--- config.mk ---
export PLATFORM = sky130hd
export DESIGN_NAME = seq_multiplier
export DESIGN_NICKNAME = d
export VERILOG_FILES = /design/src/rtl/mult_pkg.sv /design/src/rtl/full_adder.sv /design/src/rtl/ripple_adder.sv /design/src/rtl/seq_multiplier.sv
export SDC_FILE = /design/constraint.sdc
export NUM_CORES = 1
export LEC_CHECK = 0
export BUFFER_PORTS_ARGS = -buffer_cell sky130_fd_sc_hd__buf_2
export CORE_MARGIN = 4
export CORE_UTILIZATION = 58
export CTS_CLUSTER_SIZE = 16
export DETAILED_ROUTE_END_ITERATION = 8
export HOLD_SLACK_MARGIN = 0.15
export PLACE_DENSITY = 0.9
export SKIP_LAST_GASP = 1
export SYNTH_ARGS = -nofsm -noshare
export SYNTH_HDL_FRONTEND = slang
export SYNTH_SLANG_ARGS = --single-unit
--- constraint.sdc ---
create_clock -name clk -period 7.88 [get_ports clk]
set_clock_uncertainty 0.15 [all_clocks]
set_input_delay 1.182 -clock clk [delete_from_list [all_inputs] [get_ports clk]]
set_output_delay 1.182 -clock clk [all_outputs]
set_load 0.05 [all_outputs]
--- src/rtl/mult_pkg.sv ---
// Shared definitions for the sequential shift-and-add multiplier.
package mult_pkg;

   typedef enum logic [1:0] {
      IDLE = 2'd0,
      RUN  = 2'd1,
      DONE = 2'd2
   } state_e;

   // Full-precision product width: never truncates a_width x b_width.
   function automatic int prod_width(input int aw, input int bw);
      return aw + bw;
   endfunction

endpackage

--- src/rtl/full_adder.sv ---
// 1-bit full-adder cell, the building block of the ripple adder.
module full_adder (
   input  logic a_i,
   input  logic b_i,
   input  logic cin_i,
   output logic sum_o,
   output logic cout_o
);

   assign sum_o  = a_i ^ b_i ^ cin_i;
   assign cout_o = (a_i & b_i) | (cin_i & (a_i ^ b_i));

endmodule

--- src/rtl/ripple_adder.sv ---
// WIDTH-bit ripple-carry adder made of chained full-adder cells.
module ripple_adder #(
   parameter int WIDTH = 8
) (
   input  logic [WIDTH-1:0] a,
   input  logic [WIDTH-1:0] b,
   input  logic             cin,
   output logic [WIDTH-1:0] sum,
   output logic             cout
);

   logic [WIDTH:0] carry;

   assign carry[0] = cin;

   for (genvar i = 0; i < WIDTH; i++) begin : g_fa
      full_adder u_fa (
         .a_i   (a[i]),
         .b_i   (b[i]),
         .cin_i (carry[i]),
         .sum_o (sum[i]),
         .cout_o(carry[i+1])
      );
   end

   assign cout = carry[WIDTH];

endmodule

--- src/rtl/seq_multiplier.sv ---
// Sequential shift-and-add unsigned multiplier: one multiplier bit per cycle,
// B_WIDTH RUN cycles, then a one-cycle DONE with the full-width product.
module seq_multiplier
   import mult_pkg::*;
#(
   parameter int A_WIDTH = 2,
   parameter int B_WIDTH = 3
) (
   input  logic                                     clk,
   input  logic                                     rst_n,
   input  logic                                     start,
   input  logic [A_WIDTH-1:0]                       a,
   input  logic [B_WIDTH-1:0]                       b,
   output logic                                     busy,
   output logic                                     done,
   output logic [prod_width(A_WIDTH, B_WIDTH)-1:0]  product
);

   localparam int            P    = prod_width(A_WIDTH, B_WIDTH);
   localparam int            CW   = $clog2(B_WIDTH) + 1;
   localparam logic [CW-1:0] LAST = CW'(B_WIDTH - 1);

   state_e               state_q;
   logic [A_WIDTH-1:0]   a_q;
   logic [B_WIDTH-1:0]   b_q;
   logic [P-1:0]         prod_q;
   logic [CW-1:0]        cnt_q;
   logic                 busy_q;
   logic                 done_q;

   logic                 b_bit;
   logic [P-1:0]         addend;
   logic [P-1:0]         prod_d;
   logic                 add_cout_unused;

   // Pick the multiplier bit for the current iteration (explicit mux keeps
   // the counter width independent of the index width).
   always_comb begin
      b_bit = 1'b0;
      for (int i = 0; i < B_WIDTH; i++) begin
         if (cnt_q == CW'(i)) b_bit = b_q[i];
      end
   end

   // Partial product: a shifted into position, or zero so the add holds.
   assign addend = b_bit ? (P'(a_q) << cnt_q) : '0;

   // The product register is P bits and a*b < 2^P, so the carry-out is
   // always zero.
   ripple_adder #(.WIDTH(P)) u_add (
      .a   (prod_q),
      .b   (addend),
      .cin (1'b0),
      .sum (prod_d),
      .cout(add_cout_unused)
   );

   // Control FSM and datapath registers; busy/done are registered with state.
   always_ff @(posedge clk) begin
      if (!rst_n) begin
         state_q <= IDLE;
         a_q     <= '0;
         b_q     <= '0;
         prod_q  <= '0;
         cnt_q   <= '0;
         busy_q  <= 1'b0;
         done_q  <= 1'b0;
      end else begin
         done_q <= 1'b0;
         unique case (state_q)
            IDLE, DONE: begin
               if (start) begin
                  a_q     <= a;
                  b_q     <= b;
                  prod_q  <= '0;
                  cnt_q   <= '0;
                  busy_q  <= 1'b1;
                  state_q <= RUN;
               end else begin
                  state_q <= IDLE;
               end
            end
            RUN: begin
               prod_q <= prod_d;
               cnt_q  <= cnt_q + CW'(1);
               if (cnt_q == LAST) begin
                  busy_q  <= 1'b0;
                  done_q  <= 1'b1;
                  state_q <= DONE;
               end
            end
            default: begin
               busy_q  <= 1'b0;
               state_q <= IDLE;
            end
         endcase
      end
   end

   assign busy    = busy_q;
   assign done    = done_q;
   assign product = prod_q;

endmodule

# Yosys cells after proc, flatten, opt, wreduce, memory -nomap -nowiden
# Index checks and enable logic that the tools add are counted.
# classes
div	0
n_lt_le_gt_ge	0
shift	1
n_mul	0
bitwise_logic	19
n_eq_ne	6
n_mux	15
reduce_logical	8
addsub	1
# op_table
op	n
$mux 5	2
$pmux 5 s2	1
$xor 1x1->1	9
$reduce_and 2->1	4
$and 1x1->1	7
$mux 1	7
$pmux 3 s2	1
$shl 2x3->5	1
$ne 2x2->1 const B	2
$pmux 2 s2	1
$add 3x1->3 const B	1
$eq 3x1->1 const B	1
$eq 3x2->1 const B	1
$logic_not 3->1	1
$mux 3	1
$or 1x1->1	3
$eq 2x1->1 const B	1
$eq 2x2->1 const B	1
$logic_not 2->1	1
$mux 2	1
$pmux 1 s2	1
$reduce_bool 2->1	1
$reduce_or 2->1	1
# totals
inputBits	8
latch_bits	0
regBits	17
out_inout_bits	7
n_memories	0
mem_bits_rw	0
mem_bits_ro	0
elab_cells	57

# Longest topological paths before layout
# Gate-level depths: netlist of the first run.
# logic_depth
word_depth	14
ltp_mapped	16

# Modules after synthesis
# Synthesis of the first run repeated with hierarchy kept, for this count alone.
# unflattened
hier_cells	108
area_unflattened_um2	999.7
# modules_own_cells
module	n_inst	area_per_inst_um2	cells_per_inst
seq_multiplier	1	899.6	103
full_adder	5	20.0	1

# Worst setup path before layout of the first run
# Ideal clock, no wire load.
# synth_timing
kind	register -> register
start	register cnt_q[0]
end	register prod_q[4], in the netlist product[4]
arrival_time_ns	3.082
slack_ns	4.532
path_stages_with_launch	16
setup_time_ns	0.117
n_path_buf	1
cell_sequence	dfxtp_1 > clkbuf_1 > inv_1 > ha_1 > a221o_1 > nor4b_1 > ha_1 > inv_1 > fa_1 > inv_1 > fa_1 > inv_1 > fa_1 > xnor2_1 > xnor2_1 > o21ai_1
# synth_via
elab_chain_cells	14
elab_cells_between_ends	24
classes_between	2 x eq/ne; 1 x shift; 5 x mux; 15 x bitwise; 1 x reduce/logical
# synth_rtl
element	line_no	source
start: declaration	seq_multiplier.sv:27	logic [CW-1:0] cnt_q;
start signal: assignment	seq_multiplier.sv:85	cnt_q <= cnt_q + CW'(1);
$logic_not 3->1	seq_multiplier.sv:41	if (cnt_q == CW'(i)) b_bit = b_q[i];
$mux 1 (3 in series)	seq_multiplier.sv:41	
$mux 5 *	seq_multiplier.sv:46	assign addend = b_bit ? (P'(a_q) << cnt_q) : '0;
$and 1x1->1 / $xor 1x1->1 (equally long branches)	full_adder.sv:11	assign cout_o = (a_i & b_i) | (cin_i & (a_i ^ b_i));
$and 1x1->1	full_adder.sv:11	
$or 1x1->1	full_adder.sv:11	
$and 1x1->1	full_adder.sv:11	
$or 1x1->1	full_adder.sv:11	
$and 1x1->1	full_adder.sv:11	
$or 1x1->1	full_adder.sv:11	
$xor 1x1->1 *	full_adder.sv:10	assign sum_o = a_i ^ b_i ^ cin_i;
$pmux 5 s2 *	seq_multiplier.sv:70	unique case (state_q)
end signal: assignment	seq_multiplier.sv:84	prod_q <= prod_d;
end: declaration	seq_multiplier.sv:26	logic [P-1:0] prod_q;
# Every way passes the cells marked *; elsewhere a longest branch is shown, timed or not.
# A chain may end at the register's enable or synchronous reset.

# Final worst setup path of the first run
# layout_timing
start	register cnt_q[1]
end	register prod_q[4], in the netlist product[4]
# The elaborated chain is that of the path after synthesis.

==> results of run 1 <==
metal layers:
metal	up-vias	wire length, um	track usage [%]
met3	8	87	2.761
li1	377	-	-
met4	0	45	8.072
met5	-	0	0
met2	19	808	25.65
met1	344	806	19.47
worst max-delay path: cells and delay by family (launching register included):
family	cells	cell delay [ns]
adders and majority gates	5	1.31
DFF	1	0.49
AOI/OAI and AO/OA	2	0.43
and+or+nand+nor	2	0.42
buffers and inverters	4	0.34
xor gates and xnor gates	2	0.34
power by group:
group | total, mW | switching (mW) | internal (mW)
Sequential | 0.0934 | 0.00426 | 0.0892
Clock | 0.0471 | 0.0282 | 0.0189
Combinational | 0.0211 | 0.0125 | 0.00860
worst max-delay path by stage:
stage,end
finish,product[4]
global route,product[4]
CTS,product[4]
detailed placement,product[4]
global placement,product[4]
floorplan,product[4]
registers in the layout (all words and copies together) (netlist names):
name	count
done	1
product	5
state_q	2
busy	1
b_q	3
a_q	2
cnt_q	3
through the flow:
step / total power, mW / area (um2) / util [%]
5_1_grt: 0.1710 / 1023 / 67.16
2_1_floorplan: 0.1102 / 955.9 / -
6_report: 0.1616 / 1023 / 67.16
3_3_place_gp: 0.1153 / 996.0 / 65.35
3_5_place_dp: 0.1164 / 996.0 / 65.35
4_1_cts: 0.1626 / 1023 / 67.16
cell type report:
cell class	instances	share of cell area, %
Sequential cell	17	33.25
Clock inverter	1	0.4890
Clock buffer	3	2.200
Multi-Input combinational cell	77	51.96
Timing Repair Buffer	14	6.846
Inverter	9	3.301
Tap cell	16	1.956
cells in the final DEF (no fill, tap or decap), drive strengths merged:
master,n
and2,2
nand2,13
and3,2
inv,9
clkbuf,3
nand3b,1
a221o,1
fa,3
nor3,2
a22oi,2
o32ai,1
ha,5
o21ai,2
nor3b,1
clkinv,1
a21oi,7
mux2,1
nor4b,1
buf,14
nor2b,10
dfxtp,17
xnor2,4
nor2,6
a21boi,5
mux2i,1
nand2b,3
nand3,4
kinds of logic (layout without fill, tap and decap cells):
group	Yosys count	in the layout	share of synthesized area (%)
AOI/OAI and AO/OA	18	18	12.17
xor gates and xnor gates	4	4	3.665
adders and majority gates	8	8	12.83
buffers and inverters	17	27	8.770
DFF	17	17	35.60
muxes	2	2	2.225
and+or+nand+nor	45	45	24.74
==> out/metrics.cfg, run 1 <==
[status]
status = finished clean

[timing]
fmax_mhz = 278.6
whs_ns = 0.3259
worstMarginPinSlew_ns = 0.4369
relSlewSlack_pct = 70.82
fin_crit_ns = 3.589
setup_slack_ns = 4.291
finalSetupViolations = 0
setup_tns_ns = 0
finalHoldViolCount = 0
min_period_over_period_pct = 45.54
rsz0062_at_grt = no
maxSlewViolCount = 0

[finish]
finalNonFillerCells = 137
layout-drive-gt1-share_pct = 17.36
nFillCells = 131
syn_to_final_growth_pct = 7.068
nets = 138
multi_input_area_um2 = 531.8
regArea_um2 = 340.3
n_antenna_cell = 0

[pwr]
ir_worst_vdd_mv = 0.1135
p_leak_nw = 0.4055
powerDensity_nw_per_um2 = 157.9

[critical_path]
rrSetupSlack_ns = 4.29
cp-startpoint = cnt_q[1]
worstPathMaxFanout = 8
worst_path_max_delay_cell = dfxtp_1
cpPeakStageDelay_ns = 0.49
cp_common_cell = inv_1
start_kind = register
required_ns = 7.92
crit_type = reg2reg
endpoint_kind = register
worstRegToRegCells = 15
reg2reg_from = cnt_q[1]
r2r_end = product[4]
crit_chain = inv_1, ha_1, nand3b_1, a221o_1, nor4b_1, ha_1, inv_1, fa_1, inv_1, fa_1, inv_1, fa_1, xnor2_1, xnor2_1, o21ai_1
critical_path_arrival_ns = 3.63

[floorplanning]
die_h_um = 48.60
die_x_um = 48.60
initial_core_util_pct = 62.73
io_pins = 15
fp.dieArea_um2 = 2361
coreArea_um2 = 1524
rows = 14

[logic_synthesis]
seq_area_frac_synth_pct = 35.60
synth-edff-count = 0
syn_area_um2 = 955.9
avgSynthCellArea_um2 = 8.612
async_reset_ff_share_pct = 0
ys_ff_latch = 17
synth_ff_type = dfxtp_1
synthTopCellsByArea = dfxtp_1, ha_1, fa_1
yosysTopAreaCell = dfxtp_1
synth_cells = 111
post-synth-top-count-cell = dfxtp_1
synth_fp_nets = 127
synthDistinctLibCells = 30
synth_common_cells = dfxtp_1, nand2_1, inv_1, nor2b_1, a21oi_1
yosysWarnings = 0
netlist.area_leader.share_pct = 35.60

[clocking]
post_cts_resized = 0
root_buffer = clkbuf_4
cts_max_level = 1
clockBufferDepth = 2
clock_sinks = 17
cts.hold.buffers_added = 0
path_clk_slew_ns = 0.10
cts_tree = yes
cts_made_buffers = 3
cts_setup_buffers = 0
clock_latency_ns = 0.29

[placement]
hpwl_um = 1282
pre_cts_ws_ns = 4.362
dp.cells = 133
gp_congestion = 0.7780
port_buffers = 14

[route]
drc = 0
via_count = 748
dr.pass1.iters = 7
vias_per_cell = 5.460
first_iter_violations = 25
ant_nets = 0
wl_per_cell_um = 12.76
routed_wl_um = 1748

[global_route]
grt_pass1_vias = 680
grt-ovfl-total = 0
grt_pass1_wl_um = 2953
grt_use_total_pct = 15.68
antenna_found_initial = 0
grt_max_degree = 19

[min_path]
hold_class = reg2reg
hold_path_startpoint = b_q[0]
whs_path_depth = 2
hold_end = b_q[0]

[flow_run]
drv_cap = 0

Power figures use the tool's default switching activity.
==> run 2: changes to the inputs <==
Settings changed: CORE_UTILIZATION 58 to 49, PLACE_DENSITY 0.9 to 0.82.
Clock period 7.88 ns to 3.05 ns, I/O delays scaled along.
==> out/metrics.cfg, run 2 (same netlist as run 1, synthesis figures left out) <==
[route]
dr.pass1.iters = 4  ; was 7
first_iter_violations = 20  ; was 25
drc = 0  ; unchanged
wl_per_cell_um = 12.41  ; was 12.76 um
vias_per_cell = 5.098  ; was 5.460
routed_wl_um = 1898  ; was 1748 um
ant_nets = 0  ; unchanged
via_count = 780  ; was 748

[critical_path]
endpoint_kind = register  ; unchanged
worstPathMaxFanout = 4  ; was 8
crit_type = reg2reg  ; unchanged
critical_path_arrival_ns = 3.12  ; was 3.63 ns
required_ns = 3.09  ; was 7.92 ns
r2r_end = product[4]  ; unchanged
reg2reg_from = cnt_q[1]  ; unchanged
start_kind = register  ; unchanged
worstRegToRegCells = 15  ; unchanged
rrSetupSlack_ns = -0.03  ; was 4.29 ns

[clocking]
clockBufferDepth = 2  ; unchanged
cts_tree = yes  ; unchanged
cts_max_level = 1  ; unchanged
root_buffer = clkbuf_4  ; unchanged
clock_latency_ns = 0.29  ; about the same
cts_made_buffers = 3  ; unchanged
path_clk_slew_ns = 0.10  ; about the same
clock_sinks = 17  ; unchanged

[floorplanning]
die_h_um = 52.17  ; was 48.60 um
initial_core_util_pct = 53.61  ; was 62.73%
rows = 15  ; was 14
coreArea_um2 = 1783  ; was 1524 um2
io_pins = 15  ; unchanged
die_x_um = 52.17  ; was 48.60 um
fp.dieArea_um2 = 2722  ; was 2361 um2

[timing]
whs_ns = 0.2505  ; was 0.3259 ns
worstMarginPinSlew_ns = 0.4198  ; was 0.4369 ns
fin_crit_ns = 3.080  ; was 3.589 ns
rsz0062_at_grt = yes  ; was no
setup_slack_ns = -0.03013  ; was 4.291 ns
finalHoldViolCount = 0  ; unchanged
finalSetupViolations = 2  ; was 0
relSlewSlack_pct = 71.96  ; was 70.82%
setup_tns_ns = -0.05858  ; was 0 ns
min_period_over_period_pct = 101.0  ; was 45.54%
maxSlewViolCount = 0  ; unchanged
fmax_mhz = 324.7  ; was 278.6 MHz

[placement]
port_buffers = 14  ; unchanged
pre_cts_ws_ns = -0.1503  ; was 4.362 ns
gp_congestion = 0.8006  ; was 0.7780
hpwl_um = 1406  ; was 1282 um

[pwr]
p_seq_share_pct = 55.5  ; was 57.8%
p_leak_nw = 0.4477  ; was 0.4055 nW
ir_worst_vdd_mv = 0.4188  ; was 0.1135 mV
pwr-share-clk_pct = 29.0  ; was 29.2%
p_int_mw = 0.3101  ; was 0.1166 mW
p_switching_mw = 0.1223  ; was 0.04496 mW
powerDensity_nw_per_um2 = 376.9  ; was 157.9 nW/um2
fin_total_pwr_mw = 0.4324  ; was 0.1616 mW
p_comb_share_pct = 15.5  ; was 13.0%
sw_frac_of_total_pct = 28.29  ; was 27.82%

[global_route]
grt-ovfl-total = 0  ; unchanged
grt_pass1_wl_um = 3160  ; was 2953 um
grt_use_total_pct = 15.57  ; was 15.68%
grt_max_degree = 19  ; unchanged
antenna_found_initial = 0  ; unchanged
grt_pass1_vias = 757  ; was 680

[finish]
largest_register_ffs = 5  ; unchanged
regArea_um2 = 345.3  ; was 340.3 um2
nets = 145  ; was 138
final_common_cell = dfxtp_1  ; unchanged
nFillCells = 153  ; was 131
multi_input_area_um2 = 580.6  ; was 531.8 um2
syn_to_final_growth_pct = 20.03  ; was 7.068%
layout-drive-gt1-share_pct = 32.81  ; was 17.36%
n_antenna_cell = 0  ; unchanged
final_cell_mix = dfxtp_1, buf_2, nand2_1, nor2b_1  ; was dfxtp_1, buf_2, nand2_1, inv_1, nor2b_1

[flow_run]
drv_cap = 0  ; unchanged

[status]
status = finished with violations  ; was finished clean
violations = negative setup slack

[min_path]
hold_path_startpoint = b[2]  ; was b_q[0]
hold_end = b_q[2]  ; was b_q[0]
hold_class = in2reg  ; was reg2reg
whs_path_depth = 3  ; was 2

==> run 2: routing by layer <==
| metal | GRT usage (%) | up-vias | share of wire [%] |
|---|---|---|---|
| li1 | - | 393 | - |
| met5 | 0 | - | 0 |
| met4 | 5.957 | 0 | 1.2 |
| met3 | 1.709 | 4 | 3.7 |
| met2 | 26.15 | 13 | 48 |
| met1 | 20.39 | 370 | 47 |
==> run 2: power by group through the flow <==
stage	registers (mW)	clock network, mW	logic [mW]
final	0.240	0.125	0.0670
after global routing	0.242	0.137	0.0742
after CTS	0.240	0.126	0.0672
after detailed placement	0.245	0	0.0659
after global placement	0.244	0	0.0645
after floorplan	0.245	0	0.0439
==> run 2: worst max-delay path by stage <==
| stage | from | end | slack (ns) | depth (start not counted) |
|---|---|---|---|---|
| after floorplan | cnt_q[1] | product[4] | -0.08 | 15 |
| after global placement | cnt_q[0] | product[4] | -0.05 | 14 |
| after detailed placement | cnt_q[0] | product[4] | -0.15 | 14 |
| after CTS | cnt_q[1] | product[4] | -0.04 | 15 |
| after global routing | cnt_q[1] | product[3] | -0.24 | 15 |
| final | cnt_q[1] | product[4] | -0.03 | 15 |
==> run 2: layout make-up <==
| class | instances | area share [%] |
|---|---|---|
| Clock buffer | 4 | 2.290 |
| Inverter | 9 | 3.599 |
| Multi-Input combinational cell | 77 | 50.60 |
| Sequential cell | 17 | 30.10 |
| Tap cell | 25 | 2.726 |
| Timing Repair Buffer | 21 | 10.69 |
==> run 2: per-stage QoR <==
| stage | instance area, um2 | std cells | util [%] |
|---|---|---|---|
| 2_1_floorplan | 1006 | 111 | - |
| 3_3_place_gp | 1100 | 149 | 61.68 |
| 3_5_place_dp | 1100 | 149 | 61.68 |
| 4_1_cts | 1147 | 153 | 64.35 |
| 5_1_grt | 1147 | 153 | 64.35 |
| 6_report | 1147 | 153 | 64.35 |
==> run 2: worst max-delay path: stages, from the launching register on <==
cell      delay (ns)
dfxtp_4         0.37
inv_4           0.05
ha_4            0.15
nand3b_1        0.15
a221o_1         0.33
nor4b_2         0.23
ha_2            0.21
inv_2           0.03
fa_2            0.32
inv_2           0.06
fa_2            0.18
inv_2           0.04
fa_2            0.35
xnor2_2         0.15
xnor2_1         0.16
o21ai_1         0.07
==> run 2: timing repair <==
action	4_1_cts	5_1_grt
setup buffers	0	0
endpoints found under the setup margin	2	2
gates resized for setup	7	0
hold buffers	0	0
pin swaps	2	0
==> run 3: changes to the inputs <==
Settings changed: GPL_ROUTABILITY_DRIVEN set to 0, SETUP_SLACK_MARGIN set to 0.1.
==> out/metrics.cfg, run 3 (same netlist as run 1, synthesis figures left out) <==
[timing]
whs_ns = 0.2562  ; was 0.2505 ns
setup_slack_ns = -0.08975  ; was -0.03013 ns
min_period_over_period_pct = 102.9  ; was 101.0%
maxSlewViolCount = 0  ; unchanged
finalHoldViolCount = 0  ; unchanged
relSlewSlack_pct = 72.75  ; was 71.96%
worstMarginPinSlew_ns = 0.4079  ; was 0.4198 ns
fmax_mhz = 318.5  ; was 324.7 MHz
finalSetupViolations = 2  ; unchanged
rsz0062_at_grt = yes  ; unchanged
fin_crit_ns = 3.140  ; was 3.080 ns

[critical_path]
cpPeakStageDelay_ns = 0.52  ; was 0.37 ns
worstPathMaxFanout = 4  ; unchanged
path_buf_inv = 4  ; unchanged
path_depth = 15  ; unchanged
endpoint_kind = register  ; unchanged
r2r_end = product[3]  ; was product[4]
reg2reg_from = cnt_q[1]  ; unchanged
crit_type = reg2reg  ; unchanged
start_kind = register  ; unchanged
rrSetupSlack_ns = -0.09  ; was -0.03 ns
worstRegToRegCells = 15  ; unchanged
crit_family = adder cells  ; unchanged
cp-startpoint = cnt_q[1]  ; unchanged
critical_path_arrival_ns = 3.18  ; was 3.12 ns
crit_end = product[3]  ; was product[4]
worst_path_max_delay_cell = fa_2  ; was dfxtp_4
required_ns = 3.09  ; about the same
crit_chain = inv_4, ha_4, nand3b_1, a221o_1, nor4b_2, ha_2, inv_2, fa_2, inv_2, fa_2, inv_2, fa_2, nor2_2, a21oi_1, nor2b_1  ; was inv_4, ha_4, nand3b_1, a221o_1, nor4b_2, ha_2, inv_2, fa_2, inv_2, fa_2, inv_2, fa_2, xnor2_2, xnor2_1, o21ai_1

[route]
wl_per_cell_um = 12.36  ; was 12.41 um
routed_wl_um = 1940  ; was 1898 um
via_count = 781  ; was 780
drc = 0  ; unchanged
ant_nets = 0  ; unchanged
first_iter_violations = 16  ; was 20
vias_per_cell = 4.975  ; was 5.098
dr.pass1.iters = 4  ; unchanged

[status]
status = finished with violations  ; unchanged
violations = negative setup slack  ; unchanged

[placement]
port_buffers = 14  ; unchanged
hpwl_um = 1435  ; was 1406 um
pre_cts_ws_ns = -0.1739  ; was -0.1503 ns
dp.cells = 150  ; was 149
placed_area_um2 = 1107  ; was 1100 um2

[min_path]
hold_class = in2reg  ; unchanged

[pwr]
ir_worst_vdd_mv = 0.3364  ; was 0.4188 mV
p_int_mw = 0.3118  ; was 0.3101 mW
p_leak_nw = 0.4643  ; was 0.4477 nW
p_switching_mw = 0.1188  ; was 0.1223 mW
p_comb_share_pct = 16.2  ; was 15.5%
p_seq_share_pct = 55.9  ; was 55.5%
sw_frac_of_total_pct = 27.59  ; was 28.29%
pwr-share-clk_pct = 27.9  ; was 29.0%
fin_total_pwr_mw = 0.4306  ; was 0.4324 mW
powerDensity_nw_per_um2 = 365.0  ; was 376.9 nW/um2

[finish]
n_antenna_cell = 0  ; unchanged
finalNonFillerCells = 157  ; was 153
design_area_um2 = 1180  ; was 1147 um2
layout-drive-gt1-share_pct = 35.61  ; was 32.81%
final_common_cell = dfxtp_1  ; unchanged
nets = 149  ; was 145
nFillCells = 146  ; was 153
largest_register_ffs = 5  ; unchanged
final_cell_mix = dfxtp_1, buf_2, nand2_1, buf_4, nor2b_1  ; was dfxtp_1, buf_2, nand2_1, nor2b_1
syn_to_final_growth_pct = 23.43  ; was 20.03%

[floorplanning]
fp.dieArea_um2 = 2722  ; unchanged
coreArea_um2 = 1783  ; unchanged
rows = 15  ; unchanged
die_x_um = 52.17  ; unchanged
io_pins = 15  ; unchanged
initial_core_util_pct = 53.61  ; unchanged
die_h_um = 52.17  ; unchanged

[global_route]
grt-ovfl-total = 0  ; unchanged
grt_use_total_pct = 16.44  ; was 15.57%
grt_pass1_vias = 745  ; was 757
grt_pass1_wl_um = 3243  ; was 3160 um
grt_max_degree = 19  ; unchanged
antenna_found_initial = 0  ; unchanged

[clocking]
cts_made_buffers = 3  ; unchanged
path_clk_slew_ns = 0.10  ; about the same
clock_sinks = 17  ; unchanged
clock_latency_ns = 0.28  ; was 0.29 ns
clockBufferDepth = 2  ; unchanged
root_buffer = clkbuf_4  ; unchanged
cts_tree = yes  ; unchanged
cts_max_level = 1  ; unchanged

[flow_run]
drv_cap = 0  ; unchanged

==> run 3: worst min path at each step <==
stage	start	end	cells after the start
2_1_floorplan	b_q[2]	b_q[2]	2
3_3_place_gp	b_q[2]	b_q[2]	2
3_5_place_dp	b_q[2]	b_q[2]	2
4_1_cts	b[2]	b_q[2]	3
5_1_grt	b[2]	b_q[2]	3
6_report	b[2]	b_q[2]	3
==> run 3: worst reg2reg max path, stage by stage (launching register included) <==
cell	delay, ns
dfxtp_4	0.37
inv_4	0.04
ha_4	0.15
nand3b_1	0.15
a221o_1	0.33
nor4b_2	0.26
ha_2	0.23
inv_2	0.04
fa_2	0.32
inv_2	0.06
fa_2	0.18
inv_2	0.04
fa_2	0.52
nor2_2	0.03
a21oi_1	0.12
nor2b_1	0.06
==> run 3: final cells by class <==
type,instances,area [um2],share of cell area (%)
multi-input cells,77,583.1,49.42
flip-flops and latches,17,345.3,29.27
well taps,25,31.28,2.651
repair buffers,25,152.6,12.94
clock buffers,4,26.28,2.227
inverters,9,41.29,3.499
==> run 3: timing repair <==
action / CTS / global route
pin swaps: 6 / 4
hold buffers: 0 / 0
setup buffers: 2 / 1
resized for setup: 5 / 2
endpoints found under the setup margin: 2 / 3
==> run 3: power by group through the flow <==
stage	clock [mW]	combinational, mW	sequential, mW
after global routing	0.135	0.0765	0.242
after CTS	0.123	0.0685	0.240
after floorplan	0	0.0439	0.245
after global placement	0	0.0647	0.244
final	0.120	0.0697	0.241
after detailed placement	0	0.0666	0.245
==> run 3: per-layer routing <==
layer  GRT usage, %  routed length (um)  up-vias
li1               -                   -      400
met5              0                   0        -
met2          25.31                 855       21
met4          8.936                  36        0
met3          3.704                  91        4
met1          21.16                 956      356
==> run 3: per-stage QoR <==
step	TNS (ns)	util (%)
2_1_floorplan	-0.07309	-
5_1_grt	-0.4390	66.18
3_5_place_dp	-0.2570	62.11
4_1_cts	-0.2948	65.19
6_report	-0.1714	66.18
3_3_place_gp	-0.05249	62.11
